`config.mk`:
```
export PLATFORM = sky130hd
export DESIGN_NAME = fetch_pc_ctrl
export DESIGN_NICKNAME = d
export VERILOG_FILES = /design/src/rtl/fetch_pc_ctrl.sv
export SDC_FILE = /design/constraint.sdc
export NUM_CORES = 1
export LEC_CHECK = 0
export CORE_MARGIN = 1.5
export CORE_UTILIZATION = 50
export CTS_CLUSTER_DIAMETER = 200
export CTS_CLUSTER_SIZE = 16
export DETAILED_ROUTE_END_ITERATION = 12
export HOLD_SLACK_MARGIN = 0.02
export PLACE_DENSITY = 0.84
export SYNTH_ARGS = -nofsm -noshare
export SYNTH_HDL_FRONTEND = slang
export SYNTH_SLANG_ARGS = --single-unit
```
`constraint.sdc`:
```
create_clock -name clk_i -period 2.8 [get_ports clk_i]
set_input_delay 0.56 -clock clk_i [delete_from_list [all_inputs] [get_ports clk_i]]
set_output_delay 0.56 -clock clk_i [all_outputs]
set_load 0.05 [all_outputs]
```
`src/rtl/fetch_pc_ctrl.sv`:
```
// Instruction-fetch controller: owns the PC, issues one fetch at a time over a
// req/gnt/rvalid bus, and hands fetched words to decode through a one-entry buffer.
module fetch_pc_ctrl #(
    parameter logic [31:0] RESET_PC = 32'h0000_0000
) (
    input  logic        clk_i,
    input  logic        rst_ni,
    output logic        imem_req_o,
    output logic [31:0] imem_addr_o,
    input  logic        imem_gnt_i,
    input  logic        imem_rvalid_i,
    input  logic [31:0] imem_rdata_i,
    output logic        instr_valid_o,
    output logic [31:0] instr_o,
    output logic [31:0] instr_pc_o,
    input  logic        instr_ready_i,
    input  logic        branch_taken_i,
    input  logic [31:0] branch_target_i
);

    localparam logic [1:0] ST_IDLE = 2'd0;
    localparam logic [1:0] ST_REQ  = 2'd1;
    localparam logic [1:0] ST_WAIT = 2'd2;

    logic [1:0]  state_q, state_next;
    logic [31:0] pc_q, pc_next;
    logic [31:0] fetch_pc_q, fetch_pc_next;
    logic        squash_q, squash_next;
    logic        valid_q, valid_next;
    logic [31:0] instr_q, instr_next;
    logic [31:0] instr_pc_q, instr_pc_next;

    logic        req;
    logic        grant;
    logic        rsp;
    logic [31:0] redirect_pc;

    // Requests are gated so a new word is only fetched when the buffer will have room.
    assign req         = (state_q == ST_REQ) && (!valid_q || instr_ready_i);
    assign grant       = req && imem_gnt_i;
    assign rsp         = (state_q == ST_WAIT) && imem_rvalid_i;
    assign redirect_pc = branch_target_i & 32'hFFFF_FFFC;

    always_comb begin
        state_next    = state_q;
        pc_next       = pc_q;
        fetch_pc_next = fetch_pc_q;
        squash_next   = squash_q;
        valid_next    = valid_q;
        instr_next    = instr_q;
        instr_pc_next = instr_pc_q;

        if (valid_q && instr_ready_i) begin
            valid_next = 1'b0;
        end

        case (state_q)
            ST_IDLE: begin
                state_next = ST_REQ;
            end
            ST_REQ: begin
                if (grant) begin
                    state_next    = ST_WAIT;
                    fetch_pc_next = pc_q;
                    squash_next   = branch_taken_i;
                end
            end
            ST_WAIT: begin
                if (rsp) begin
                    state_next  = ST_REQ;
                    squash_next = 1'b0;
                    if (!squash_q && !branch_taken_i) begin
                        valid_next    = 1'b1;
                        instr_next    = imem_rdata_i;
                        instr_pc_next = fetch_pc_q;
                        pc_next       = fetch_pc_q + 32'd4;
                    end
                end else if (branch_taken_i) begin
                    squash_next = 1'b1;
                end
            end
            default: begin
                state_next = ST_IDLE;
            end
        endcase

        // A redirect overrides any load or consume decided above.
        if (branch_taken_i) begin
            pc_next    = redirect_pc;
            valid_next = 1'b0;
        end
    end

    always_ff @(posedge clk_i or negedge rst_ni) begin
        if (!rst_ni) begin
            state_q    <= ST_IDLE;
            pc_q       <= RESET_PC;
            fetch_pc_q <= RESET_PC;
            squash_q   <= 1'b0;
            valid_q    <= 1'b0;
            instr_q    <= 32'd0;
            instr_pc_q <= 32'd0;
        end else begin
            state_q    <= state_next;
            pc_q       <= pc_next;
            fetch_pc_q <= fetch_pc_next;
            squash_q   <= squash_next;
            valid_q    <= valid_next;
            instr_q    <= instr_next;
            instr_pc_q <= instr_pc_next;
        end
    end

    assign imem_req_o    = req;
    assign imem_addr_o   = pc_q;
    assign instr_valid_o = valid_q;
    assign instr_o       = instr_q;
    assign instr_pc_o    = instr_pc_q;

endmodule

```
==> run metrics, run 1 <==
Inst Count DP 863; CP Data Required Time 2240 ps; GRT overflow 0; Hold WC Path Type in2async; Critical Path Max Stage Delay 860 ps; Ant. Diodes 0; pwr/cell area 1190 nW/um^2; Clock Tree Buf Depth 2; Initial Util 51.0%; post-CTS sizing 0; via count 4,817; TritonRoute pass-1 iters 4; Crit Path Max Fanout 3; clk_skew 9.58 ps; reg2reg setup slack 710 ps; IO Pins 168; Die X 110 um; final core occ 72.0%; FF-to-FF End imem_addr_o[20]; largest net degree at the start of global routing 89; worst ir drop on vdd 955 uV; Worst-path clk slew 50 ps; GPL Wtd Cong 0.805; clock latency on the worst-skew pair 420 ps; net count after synthesis 647; Post-DRT Antenna Nets 0; Iteration-0 DRC Markers 312; hpwl dp 10,400 um; Clock Sinks 132; Max Cap Viol 0; Critical R2R Launch fetch_pc_q[10]; die height 110 um; vias per cell 5.38; Post-CTS Setup Inserts 0; first-pass GRT wire length 25,400 um; Cell Count, Final, Fillers Out 895; DRC 0; crit path from imem_addr_o[23]; count of endpoints failing setup in the final report 0; Core Region 11,300 um^2; Ys Warns 0; status complete, no violations; total power 9740 uW; Worst-Margin Slew 1070 ps; f_max 451 MHz; CP Cell Sequence clkdlybuf4s50_1; Num CTS Buffers 17; type of element capturing the critical path output pin; synthesized area 5770 um^2; Static Leak 0.00376 uW; Critical Path Slowest Stage Cell clkdlybuf4s50_1; worst hold slack 108 ps; nature of the critical path startpoint register; unrepaired setup endpoints after global routing no; Cell Rows 39; WP buf/inv 1; period utilization 79.1%; Port Buffers 165; Syn Inst Count 576; Post-synth top flop dfrtp_1; All-Layer GR Usage 26.0%; Worst path top cell family by delay buffers and inverters; layout cell share with drive strength beyond 1 12.0%; vias in the first global route 5,003; worst reg2reg path depth 5; H-tree Lvls 4; fin nets 810; Syn-to-layout area delta 41.4%; Synth Register Bits 132; Max-Slew Margin vs Limit 28.3%; die area 12,200 um^2; endpoints failing hold 0; Final Critical Period 2220 ps; CTS tree built; end point of the critical path imem_addr_o[23]; critical path arrival 1660 ps; root buf cell clkbuf_16; Post-synth EDFFs 0; synthesized area per cell 10.0 um^2; Setup TNS Final 0 ps; initial antenna violation count 0; Yosys cell types 45; DRT Wirelength 15,200 um; Seq/Total Area, Yosys 57.3%; Final Max Slew Viols 0; kind of critical path reg2out; Crit. path cell count 1; ys async rst share 100%; Hold-fix buffers, CTS 0; wire per inst 17.0 um
report_power, final:
part / total [uW] / internal (uW) / switching (uW)
clock: 2260 / 1440 / 820
combinational: 4200 / 1530 / 2670
sequential: 3280 / 2620 / 658
total: 9740 / 5600 / 4150
through the flow:
step	instance area (um^2)	worst slack, ps
floorplan	5770	669
global placement	7540	391
detailed placement	7540	328
CTS	8160	572
global route	8160	510
finish	8160	584
worst min path at each step:
stage                                end  cells after the start           start
final                        instr_o[21]                      1          rst_ni
after global routing         instr_o[21]                      1          rst_ni
after CTS                    instr_o[21]                      1          rst_ni
after detailed placement  instr_pc_o[31]                      2  instr_pc_o[31]
after global placement       instr_o[21]                      2     instr_o[21]
after floorplan            fetch_pc_q[0]                      0          rst_ni
kinds of logic after synthesis:
group                    after synthesis  synth area share, %
AO/OA/AOI/OAI                         53                 6.36
XOR/XNOR                              27                 4.10
adder cells (fa/ha/maj)                1                0.217
buffers and inverters                 34                 3.32
flip-flops                           132                 57.3
multiplexers                          36                 6.94
AND/OR/NAND/NOR                      293                 21.8
cell type report:
type | instances | area (um^2)
flip-flops and latches | 132 | 3300
fillers | 838 | 3170
multi-input cells | 410 | 2280
repair buffers | 175 | 1770
clock buffers | 19 | 453
well taps | 143 | 179
clock inverters | 13 | 158
inverters | 3 | 11.3
Yosys cell counts (4+ instances only):
cell type / count / area, um^2
nand3_1: 12 / 60.1
mux2i_1: 4 / 40.0
xnor2_1: 7 / 61.3
a22oi_1: 9 / 67.6
xor2_1: 20 / 175
a21oi_1: 8 / 40.0
buf_2: 10 / 50.1
o21ai_0: 14 / 70.1
clkbuf_1: 12 / 45.0
nor2_1: 15 / 56.3
nand4_1: 8 / 50.1
nand2_1: 232 / 871
dfrtp_1: 132 / 3300
clkbuf_8: 4 / 55.1
o221ai_1: 9 / 78.8
o21ai_1: 5 / 25.0
mux2_2: 32 / 360
worst register-to-register path, stage by stage, from the launching register on:
cell	delay [ps]
dfrtp_1	530
nand4_4	180
nor4_4	670
and2_2	310
mux2i_1	190
o21ai_0	90
state kept, by name, summed over array words and instances (netlist names):
signal / count
imem_addr_o: 32
instr_valid_o: 1
fetch_pc_q: 32
squash_q: 1
state_q: 2
instr_o: 32
instr_pc_o: 32
layout by cell type, fill, tap and decap left out, types with 4 or more instances in the layout:
master / synthesis / layout
mux2i_1: 4 / 4
nand2_1: 232 / 232
clkinv_2: 0 / 4
buf_4: 1 / 7
nor2_1: 15 / 14
o221ai_1: 9 / 9
nand3_1: 12 / 12
clkdlybuf4s50_1: 0 / 162
mux2_2: 32 / 32
nand4_1: 8 / 8
o21ai_1: 5 / 5
buf_12: 0 / 4
xor2_1: 20 / 20
clkinvlp_4: 0 / 4
xnor2_1: 7 / 7
a21oi_1: 8 / 8
clkbuf_16: 0 / 17
a22oi_1: 9 / 9
o21ai_0: 14 / 14
dfrtp_1: 132 / 132
routing by layer:
metal,routed length (um),global-route usage [%],share of wire [%],vias to the layer above
met5,0,0,0,-
met4,223,8.29,1.5,0
met3,982,7.30,6.5,20
met2,7550,43.5,50,187
met1,6460,32.9,42,2377
li1,-,-,-,2233
Note: power is estimated with default switching activity, not from simulation.
==> run 2, diff against run 1 <==
--- a/config.mk
+++ b/config.mk
@@ -6,12 +6,12 @@
 export NUM_CORES = 1
 export LEC_CHECK = 0
 export CORE_MARGIN = 1.5
-export CORE_UTILIZATION = 50
+export CORE_UTILIZATION = 43
 export CTS_CLUSTER_DIAMETER = 200
 export CTS_CLUSTER_SIZE = 16
 export DETAILED_ROUTE_END_ITERATION = 12
 export HOLD_SLACK_MARGIN = 0.02
-export PLACE_DENSITY = 0.84
+export PLACE_DENSITY = 0.76
 export SYNTH_ARGS = -nofsm -noshare
 export SYNTH_HDL_FRONTEND = slang
 export SYNTH_SLANG_ARGS = --single-unit
==> constraint.sdc (replaced) <==
create_clock -name clk_i -period 2 [get_ports clk_i]
set_input_delay 0.4 -clock clk_i [delete_from_list [all_inputs] [get_ports clk_i]]
set_output_delay 0.4 -clock clk_i [all_outputs]
set_load 0.05 [all_outputs]
==> run 2 against run 1 <==
Via count is 0.54% lower; first-iteration DRC count is 35% lower; critical endpoint is now instr_pc_o[26]; register-to-register slack worse by 480 ps; clock skew hardly changed; count of clock-buffer cells in the layout is 8 higher; die area is 16% higher; routed wire length is 0.31% lower; largest power group unchanged; total power is 36% higher; combinational power is 39% higher; global-route usage is 4.0 points lower; final cell count is 4.8% higher; critical path depth stayed put.
==> run metrics, run 2 (synthesis gave the netlist of run 1 again) <==
Final WS setup 39.3 ps (was 584 ps); die height 119 um (was 110 um); vias in the first global route 4,807 (was 5,003); Filler cells 1,072 (was 838); DRC 0 (unchanged); endpoints failing hold 0 (unchanged); Post-DRT Antenna Nets 0 (unchanged); type of element capturing the critical path output pin (unchanged); worst ir drop on vdd 942 uV (was 955 uV); count of endpoints failing setup in the final report 0 (unchanged); kind of critical path reg2out (unchanged); Crit Path Max Fanout 2 (was 3); Worst-Margin Slew 965 ps (was 1070 ps); status complete, no violations (unchanged); reg2reg setup slack 230 ps (was 710 ps); clock latency on the worst-skew pair 420 ps (about the same); initial antenna violation count 1 (was 0); Final Critical Period 1960 ps; clk_skew 9.46 ps (was 9.58 ps); CP Cell Sequence clkdlybuf4s50_1 (unchanged); Placement Setup Slack -295 ps (was 328 ps); WP buf/inv 1 (unchanged); DRT Wirelength 15,200 um (about the same); Clock Tree Buf Depth 2 (unchanged); layout cell share with drive strength beyond 1 14.0% (was 12.0%); GPL Wtd Cong 0.834 (was 0.805); Die X 119 um (was 110 um); Final Max Slew Viols 0 (unchanged); vias per cell 5.11 (was 5.38); worst reg2reg path depth 6 (was 5); most frequent cells in the layout nand2_1, dfrtp_1, clkdlybuf4s50_1 (was nand2_1, clkdlybuf4s50_1, dfrtp_1); largest net degree at the start of global routing 66 (was 89); Port Buffers 165 (unchanged); f_max 510 MHz; first-pass GRT wire length 24,300 um (was 25,400 um); leading cell type in the layout, fill and taps excluded nand2_1 (unchanged); fin nets 821 (was 810); Iteration-0 DRC Markers 202 (was 312); CP Data Required Time 1600 ps (was 2240 ps); hpwl dp 10,300 um (was 10,400 um); All-Layer GR Usage 22.0% (was 26.0%); Initial Util 43.7% (was 51.0%); crit path from instr_pc_o[26] (was imem_addr_o[23]); placed cell area 7680 um^2 (was 7540 um^2); Hold Path Depth 3; GRT overflow 0 (unchanged); FF-to-FF End imem_addr_o[28] (was imem_addr_o[20]); CTS tree built (unchanged); Max-Slew Margin vs Limit 35.4% (was 28.3%); Core Region 13,200 um^2 (was 11,300 um^2); Static Leak 0.00463 uW (was 0.00376 uW); Syn-to-layout area delta 44.3% (was 41.4%); Finished Cell Area 8320 um^2 (was 8160 um^2); Clock Sinks 132 (unchanged); Num CTS Buffers 17 (unchanged); IO Pins 168 (unchanged); via count 4,791 (was 4,817); footprint of the multi-input gates 2290 um^2 (was 2280 um^2); Hold Path End instr_valid_o; Critical R2R Launch fetch_pc_q[3] (was fetch_pc_q[10]); pwr/cell area 1590 nW/um^2 (was 1190 nW/um^2); die area 14,100 um^2 (was 12,200 um^2); H-tree Lvls 4 (unchanged); Critical Path Max Stage Delay 800 ps (was 860 ps); Ant. Diodes 0 (unchanged); TritonRoute pass-1 iters 5 (was 4); nature of the critical path startpoint register (unchanged); Critical Path Slowest Stage Cell clkdlybuf4s50_1 (unchanged); Max Cap Viol 0 (unchanged); Worst path top cell family by delay buffers and inverters (unchanged); unrepaired setup endpoints after global routing no (unchanged); root buf cell clkbuf_16 (unchanged); critical path arrival 1560 ps (was 1660 ps); total power 13,200 uW (was 9740 uW); Hold WC Path Type in2reg (was in2async); period utilization 98.0%; Worst-path clk slew 50 ps (about the same); flip-flop and latch area 3300 um^2 (about the same); Cell Rows 42 (was 39); worst hold path startpoint branch_taken_i; Post-CTS Setup Inserts 0 (unchanged); wire per inst 16.2 um (was 17.0 um)
## run 2: cell count changes in the layout (fill, tap and decap cells not counted), sizes merged
cell / previous run / this run
clkdlybuf4s50: 162 / 75
dlymetal6s2s: 0 / 50
dlygate4sd2: 0 / 29
buf: 13 / 31
clkbuf: 19 / 27
clkinvlp: 4 / 0
bufinv: 3 / 0
clkinv: 6 / 4
dlygate4sd3: 0 / 1
## run 2: worst max path at each step
stage | to | slack [ps] | cells past startpoint
after floorplan | fetch_pc_q[0] | 100 | 5
after global placement | imem_addr_o[31] | -260 | 5
after detailed placement | imem_addr_o[10] | -290 | 5
after CTS | instr_o[4] | 0.6 | 1
after global routing | instr_o[0] | 0.7 | 1
final | instr_pc_o[26] | 40 | 1
## run 2: cell type report
| type | count | area share, % |
|---|---|---|
| well taps | 176 | 2.65 |
| multi-input cells | 410 | 27.5 |
| repair buffers | 186 | 23.4 |
| inverters | 3 | 0.135 |
| clock inverters | 4 | 0.241 |
| flip-flops and latches | 132 | 39.7 |
| clock buffers | 27 | 6.29 |
## run 2: timing repair
action	4_1_cts	5_1_grt
endpoints found under the hold margin	45	0
hold buffers	1	0
endpoints found under the setup margin	29	54
gates resized for setup	29	52
## run 2: routing by layer
metal	global-route usage [%]	vias up	part of all wire, %
met2	34.8	179	47
met1	28.2	2337	44
met3	8.05	15	7.3
li1	-	2260	-
met5	0	-	0
met4	7.38	0	1.4
## run 2: per-stage QoR
step | hold slack (ps) | instances | util (%) | TNS [ps]
after floorplan | 104 | 576 | - | 0
after global placement | 363 | 906 | 58.2 | -2800
after detailed placement | 374 | 906 | 58.2 | -2880
after CTS | 443 | 938 | 62.1 | 0
after global routing | 459 | 938 | 63.1 | 0
final | 448 | 938 | 63.1 | 0
## run 2: power breakdown
group          internal, uW  total (uW)  switching, uW  leakage [uW]
registers              3670        4540            873       0.00167
logic                  2090        5850           3750       0.00269
clock network          1760        2830           1070      0.000273
